### src/rtl/fb_arbiter.sv
// Frame-buffer RAM arbiter: the VGA block prefetch always wins the port, and the
// remaining cycles go to the game write handshake or a sequenced whole-buffer clear.
module fb_arbiter #(
   parameter int PIX_W  = 4,
   parameter int FB_W   = 160,
   parameter int FB_H   = 120,
   parameter int ADDR_W = 15
) (
   input  logic              clk,
   input  logic              rst_n,
   input  logic [9:0]        col,
   input  logic [9:0]        row,
   input  logic              wr_valid,
   output logic              wr_ready,
   input  logic [ADDR_W-1:0] wr_addr,
   input  logic [PIX_W-1:0]  wr_data,
   input  logic              clear_req,
   input  logic [PIX_W-1:0]  clear_color,
   output logic              busy,
   output logic              clear_done,
   output logic [ADDR_W-1:0] mem_addr,
   output logic              mem_we,
   output logic [PIX_W-1:0]  mem_wdata,
   input  logic [PIX_W-1:0]  mem_rdata,
   output logic [PIX_W-1:0]  pixel,
   output logic [15:0]       wr_stall_cnt,
   output logic              wr_oob
);

   localparam logic [1:0] ST_IDLE  = 2'd0;
   localparam logic [1:0] ST_CLEAR = 2'd1;
   localparam logic [1:0] ST_DONE  = 2'd2;

   localparam logic [ADDR_W-1:0] FB_SIZE = ADDR_W'(FB_W * FB_H);
   localparam logic [ADDR_W-1:0] FB_LAST = ADDR_W'(FB_W * FB_H - 1);

   function automatic logic [15:0] sat_inc16(input logic [15:0] v);
      return (v == 16'hFFFF) ? v : v + 16'd1;
   endfunction

   logic [1:0]        state;
   logic [ADDR_W-1:0] clr_ptr;
   logic [PIX_W-1:0]  clr_color;
   logic [9:0]        ncol;
   logic [9:0]        nrow;
   logic              next_vis;
   logic              disp_slot;
   logic              vld_p1;
   logic [ADDR_W-1:0] disp_addr;
   logic              wr_fire;
   logic              wr_in_range;

   // Target two pixels ahead so the registered RAM read lands on the block boundary.
   always_comb begin
      if (col < 10'd798) begin
         nrow = row;
         ncol = col + 10'd2;
      end else begin
         nrow = (row == 10'd524) ? 10'd0 : row + 10'd1;
         ncol = 10'd0;
      end
   end

   assign next_vis  = (ncol < 10'd640) && (nrow < 10'd480);
   assign disp_slot = (col[1:0] == 2'd2) && next_vis;
   assign disp_addr = ADDR_W'(nrow[9:2]) * ADDR_W'(FB_W) + ADDR_W'(ncol[9:2]);

   assign wr_ready    = (state == ST_IDLE) && !disp_slot;
   assign wr_fire     = wr_valid && wr_ready;
   assign wr_in_range = wr_addr < FB_SIZE;
   assign busy        = (state == ST_CLEAR);
   assign clear_done  = (state == ST_DONE);

   always_comb begin
      mem_addr  = '0;
      mem_we    = 1'b0;
      mem_wdata = '0;
      if (disp_slot) begin
         mem_addr = disp_addr;
      end else if (state == ST_CLEAR) begin
         mem_addr  = clr_ptr;
         mem_we    = 1'b1;
         mem_wdata = clr_color;
      end else if (wr_fire && wr_in_range) begin
         mem_addr  = wr_addr;
         mem_we    = 1'b1;
         mem_wdata = wr_data;
      end
   end

   always_ff @(posedge clk or negedge rst_n) begin
      if (!rst_n) begin
         state   <= ST_IDLE;
         clr_ptr <= '0;
      end else begin
         case (state)
            ST_IDLE: begin
               if (clear_req) begin
                  state   <= ST_CLEAR;
                  clr_ptr <= '0;
               end
            end
            ST_CLEAR: begin
               if (!disp_slot) begin
                  if (clr_ptr == FB_LAST) begin
                     state <= ST_DONE;
                  end else begin
                     clr_ptr <= clr_ptr + ADDR_W'(1);
                  end
               end
            end
            ST_DONE: state <= ST_IDLE;
            default: state <= ST_IDLE;
         endcase
      end
   end

   always_ff @(posedge clk) begin
      if ((state == ST_IDLE) && clear_req) begin
         clr_color <= clear_color;
      end
   end

   // Stage p1: RAM data for the slot fetched last cycle is valid now.
   always_ff @(posedge clk or negedge rst_n) begin
      if (!rst_n) begin
         vld_p1 <= 1'b0;
         pixel  <= '0;
      end else begin
         vld_p1 <= disp_slot;
         if (col[1:0] == 2'd3) begin
            pixel <= vld_p1 ? mem_rdata : '0;
         end
      end
   end

   always_ff @(posedge clk or negedge rst_n) begin
      if (!rst_n) begin
         wr_stall_cnt <= 16'd0;
         wr_oob       <= 1'b0;
      end else begin
         if (wr_valid && !wr_ready) begin
            wr_stall_cnt <= sat_inc16(wr_stall_cnt);
         end
         if (wr_fire && !wr_in_range) begin
            wr_oob <= 1'b1;
         end
      end
   end

endmodule

### config.mk
export PLATFORM = sky130hd
export DESIGN_NAME = fb_arbiter
export DESIGN_NICKNAME = d
export VERILOG_FILES = /design/src/rtl/fb_arbiter.sv
export SDC_FILE = /design/constraint.sdc
export NUM_CORES = 1
export LEC_CHECK = 0
export BUFFER_PORTS_ARGS = -buffer_cell sky130_fd_sc_hd__buf_4
export CORE_UTILIZATION = 34
export CTS_BUF_LIST = sky130_fd_sc_hd__clkbuf_16
export DETAILED_ROUTE_END_ITERATION = 7
export PLACE_DENSITY = 0.62
export REMOVE_ABC_BUFFERS = 1
export SYNTH_ARGS = -nofsm -noshare
export SYNTH_HDL_FRONTEND = slang
export SYNTH_SLANG_ARGS = --single-unit
### constraint.sdc
create_clock -name clk -period 6.4 [get_ports clk]
set_input_delay 1.28 -clock clk [delete_from_list [all_inputs] [get_ports clk]]
set_output_delay 1.28 -clock clk [all_outputs]
set_load 0.05 [all_outputs]
==> results.py <==
metrics = {
    "clocking": {
        "root_buffer": "clkbuf_16",
        "postCtsSetupRepairBufs": 0,
        "cts_buffers": 5,
        "cts_num_sinks": 43,
        "cts_tree": "yes",
        "cts_resized": 0,
        "clock_latency_ns": 0.28,
        "htreeDepth": 2,
        "ctsHoldBuffers": 0,
        "clockBufferDepth": 2,
        "path_clk_slew_ns": 0.06,
    },
    "worst_setup_path": {
        "r2r_cells": 6,
        "cp-endpoint": "mem_addr[13]",
        "r2r-end": "clr_ptr[13]",
        "arrival_ns": 4.83,
        "cp-end-kind": "output pin",
        "setup.worst_path.class": "primary input to output pin",
        "start_kind": "primary input",
        "reg2reg_from": "state[0]",
        "cp.required_ns": 5.12,
        "cp-startpoint": "row[8]",
        "rrSetupSlack_ns": 3.62,
        "critPathMaxFanout": 4,
    },
    "detailed_routing": {
        "vias": 3293,
        "drt_first_pass_iters": 4,
        "drt_iter0_drc": 142,
        "post_drt_wl_per_cell_um": 14.6,
        "drc": 0,
        "antenna_left": 0,
        "wl_um": 9010,
        "viasPerCell": 5.35,
    },
    "sta": {
        "rsz0062_at_grt": "false",
        "finalHoldViolCount": 0,
        "worst_clock_skew_ns": 0.00288,
        "max_freq_ghz": 0.164,
        "hold_ws_ns": 0.467,
        "slew-limit-headroom_pct": 27.6,
        "finalSetupTns_ns": 0,
        "maxSlewViolCount": 0,
        "finalCritPeriodShare_pct": 95.5,
        "finalCriticalPeriod_ns": 6.11,
        "worst_pin_slew_ns": 1.09,
        "worst_slack_ns": 0.291,
        "setup_viol": 0,
    },
    "placement": {
        "dp_worst_setup_slack_ns": 0.204,
        "dp_cells": 607,
        "dpl-instance-area_mm2": 0.00417,
        "hpwl_um": 6960,
        "port_buffers": 94,
        "place_congestion": 0.810,
    },
    "global_route": {
        "grt_overflow": 0,
        "grt_max_degree": 40,
        "grt_pass1_wl_um": 14800,
        "grt_pass1_vias": 3185,
        "grt.total_usage_pct": 18.0,
        "antenna_found_initial": 0,
    },
    "synthesis": {
        "dominantRegCellSynth": "dfrtp_1",
        "syn_inst": 395,
        "syn_avg_cell_area_um2": 8.50,
        "ys.warnings.count": 0,
        "ys_seq_area_share_pct": 32.7,
        "syn_area_mm2": 0.00336,
        "yosysUniqueCellTypes": 52,
        "synth_seq_cells": 43,
        "synth_edf_count": 4,
        "synth-async-reset-ratio_pct": 90.7,
    },
    "pwr": {
        "combPwrFrac_pct": 45.5,
        "p_int_mw": 0.646,
        "p_total_mw": 1.14,
        "swShare_pct": 43.5,
        "clkPwrFrac_pct": 21.5,
        "power.density_mw_per_mm2": 266,
        "switching_power_mw": 0.498,
        "p_leak_nw": 1.96,
        "peakVddDrop_uv": 151,
        "pwr-share-seq_pct": 33.0,
    },
    "finish": {
        "drive_gt1_share_pct": 23.0,
        "diodes": 0,
        "fin_util_pct": 45.7,
        "syn_to_final_growth_pct": 28.2,
        "design_area_mm2": 0.00430,
        "final_nets": 556,
        "nFillCells": 957,
        "fin_cells": 615,
    },
    "flow_run": {
        "max_cap_violations": 0,
    },
    "floorplan": {
        "placementRows": 35,
        "chipWidth_um": 101,
        "die_h_um": 101,
        "ios": 95,
        "initial_core_util_pct": 35.7,
        "fp.coreArea_mm2": 0.00942,
        "dieArea_mm2": 0.0103,
    },
    "min_path": {
        "worstHoldPathType": "flip-flop to flip-flop",
        "hold_depth": 2,
    },
    "run_status": {
        "status": "finished clean",
    },
}
-- cell usage after synthesis, types with 2 or more instances --
cell type | n | area share [%]
nand2b_1 | 6 | 1.1
nor4_1 | 3 | 0.56
fa_1 | 2 | 1.2
o22ai_1 | 11 | 2.1
nand4_1 | 10 | 1.9
a21o_1 | 2 | 0.45
nor3b_1 | 2 | 0.45
and2_1 | 2 | 0.37
or4_1 | 6 | 1.3
ha_1 | 18 | 6.7
buf_2 | 4 | 0.60
a31oi_1 | 2 | 0.37
mux2_2 | 5 | 1.7
clkbuf_1 | 5 | 0.56
or3_1 | 11 | 2.1
a21oi_1 | 21 | 3.1
inv_1 | 16 | 1.8
nor2_1 | 17 | 1.9
xor2_1 | 19 | 5.0
o31ai_1 | 4 | 0.89
nor3_1 | 15 | 2.2
o21a_1 | 2 | 0.45
nand3b_1 | 5 | 1.1
buf_6 | 2 | 0.67
o21ai_0 | 23 | 3.4
nand2_1 | 51 | 5.7
nand3_1 | 26 | 3.9
xnor2_1 | 11 | 2.9
dfrtp_1 | 39 | 29
mux2i_1 | 19 | 5.7
nor2b_1 | 3 | 0.56
and3_1 | 10 | 1.9
edfxtp_1 | 4 | 3.6
-- flip-flops by register name (all words and copies together), names as in the netlist --
signal and count:
wr_stall_cnt 16, clr_ptr 15, clr_color 4, pixel 4, state 2, vld_p1 1, wr_oob 1
-- critical path: stages --
cell	delay, ns
buf_4	0.12
or4_1	0.54
nor4_2	0.23
a21oi_1	0.07
o21ai_0	0.15
o21ai_1	0.16
ha_1	0.31
ha_1	0.16
inv_1	0.05
fa_1	0.40
xnor2_1	0.25
nor3b_1	0.38
nand3_1	0.14
xor2_1	0.17
o22ai_1	0.18
buf_4	0.23
-- kinds of logic (layout without fill, tap and decap cells) --
family / count (synthesis) / in the layout / synth area share [%]
buffers and inverters: 29 / 120 / 3.84
AO/OA/AOI/OAI: 77 / 77 / 14.0
flip-flops: 43 / 43 / 32.7
AND/OR/NAND/NOR: 172 / 172 / 26.5
multiplexers: 24 / 24 / 7.34
XOR/XNOR: 30 / 30 / 7.83
adder cells (fa/ha/maj): 20 / 20 / 7.90
-- routing by layer --
metal  wire, um  share of wire (%)  GRT usage (%)
met3        480                5.3           2.83
met5          0                  0              0
met1       4170                 46           23.6
met2       4200                 47           30.5
met4        155                1.7           5.80
-- power by group through the flow --
| stage | registers (mW) | logic [mW] | clock network [mW] |
|---|---|---|---|
| 2_1_floorplan | 0.440 | 0.291 | 0 |
| 3_3_place_gp | 0.380 | 0.516 | 0 |
| 3_5_place_dp | 0.383 | 0.524 | 0 |
| 4_1_cts | 0.378 | 0.526 | 0.251 |
| 5_1_grt | 0.386 | 0.560 | 0.259 |
| 6_report | 0.377 | 0.521 | 0.246 |
-- cell type report --
class                           instances  area [um2]  area share (%)
Clock inverter                          3        12.5           0.291
Timing Repair Buffer                   95         713            16.6
Sequential cell                        43        1100            25.5
Multi-Input combinational cell        323        2130            49.5
Inverter                               17        63.8            1.48
Clock buffer                            5         125            2.91
Tap cell                              129         161            3.75
-- cell usage in the layout, fill, tap and decap left out, types with 11 or more instances in the layout --
cell	netlist	layout
nor3_1	15	15
buf_4	0	95
mux2i_1	19	19
xnor2_1	11	11
nand3_1	26	26
inv_1	16	17
nor2_1	17	17
o22ai_1	11	11
o21ai_0	23	22
a21oi_1	21	21
xor2_1	19	19
ha_1	18	18
dfrtp_1	39	39
nand2_1	51	51
or3_1	11	11
-- worst min-delay path by stage --
| stage | start | end | slack [ns] |
|---|---|---|---|
| after floorplan | clr_ptr[0] | clr_ptr[0] | 0.49 |
| after global placement | wr_oob | wr_oob | 0.45 |
| after detailed placement | wr_oob | wr_oob | 0.46 |
| after CTS | wr_oob | wr_oob | 0.47 |
| after global routing | wr_oob | wr_oob | 0.52 |
| final | wr_oob | wr_oob | 0.47 |
Power figures use the tool's default switching activity.
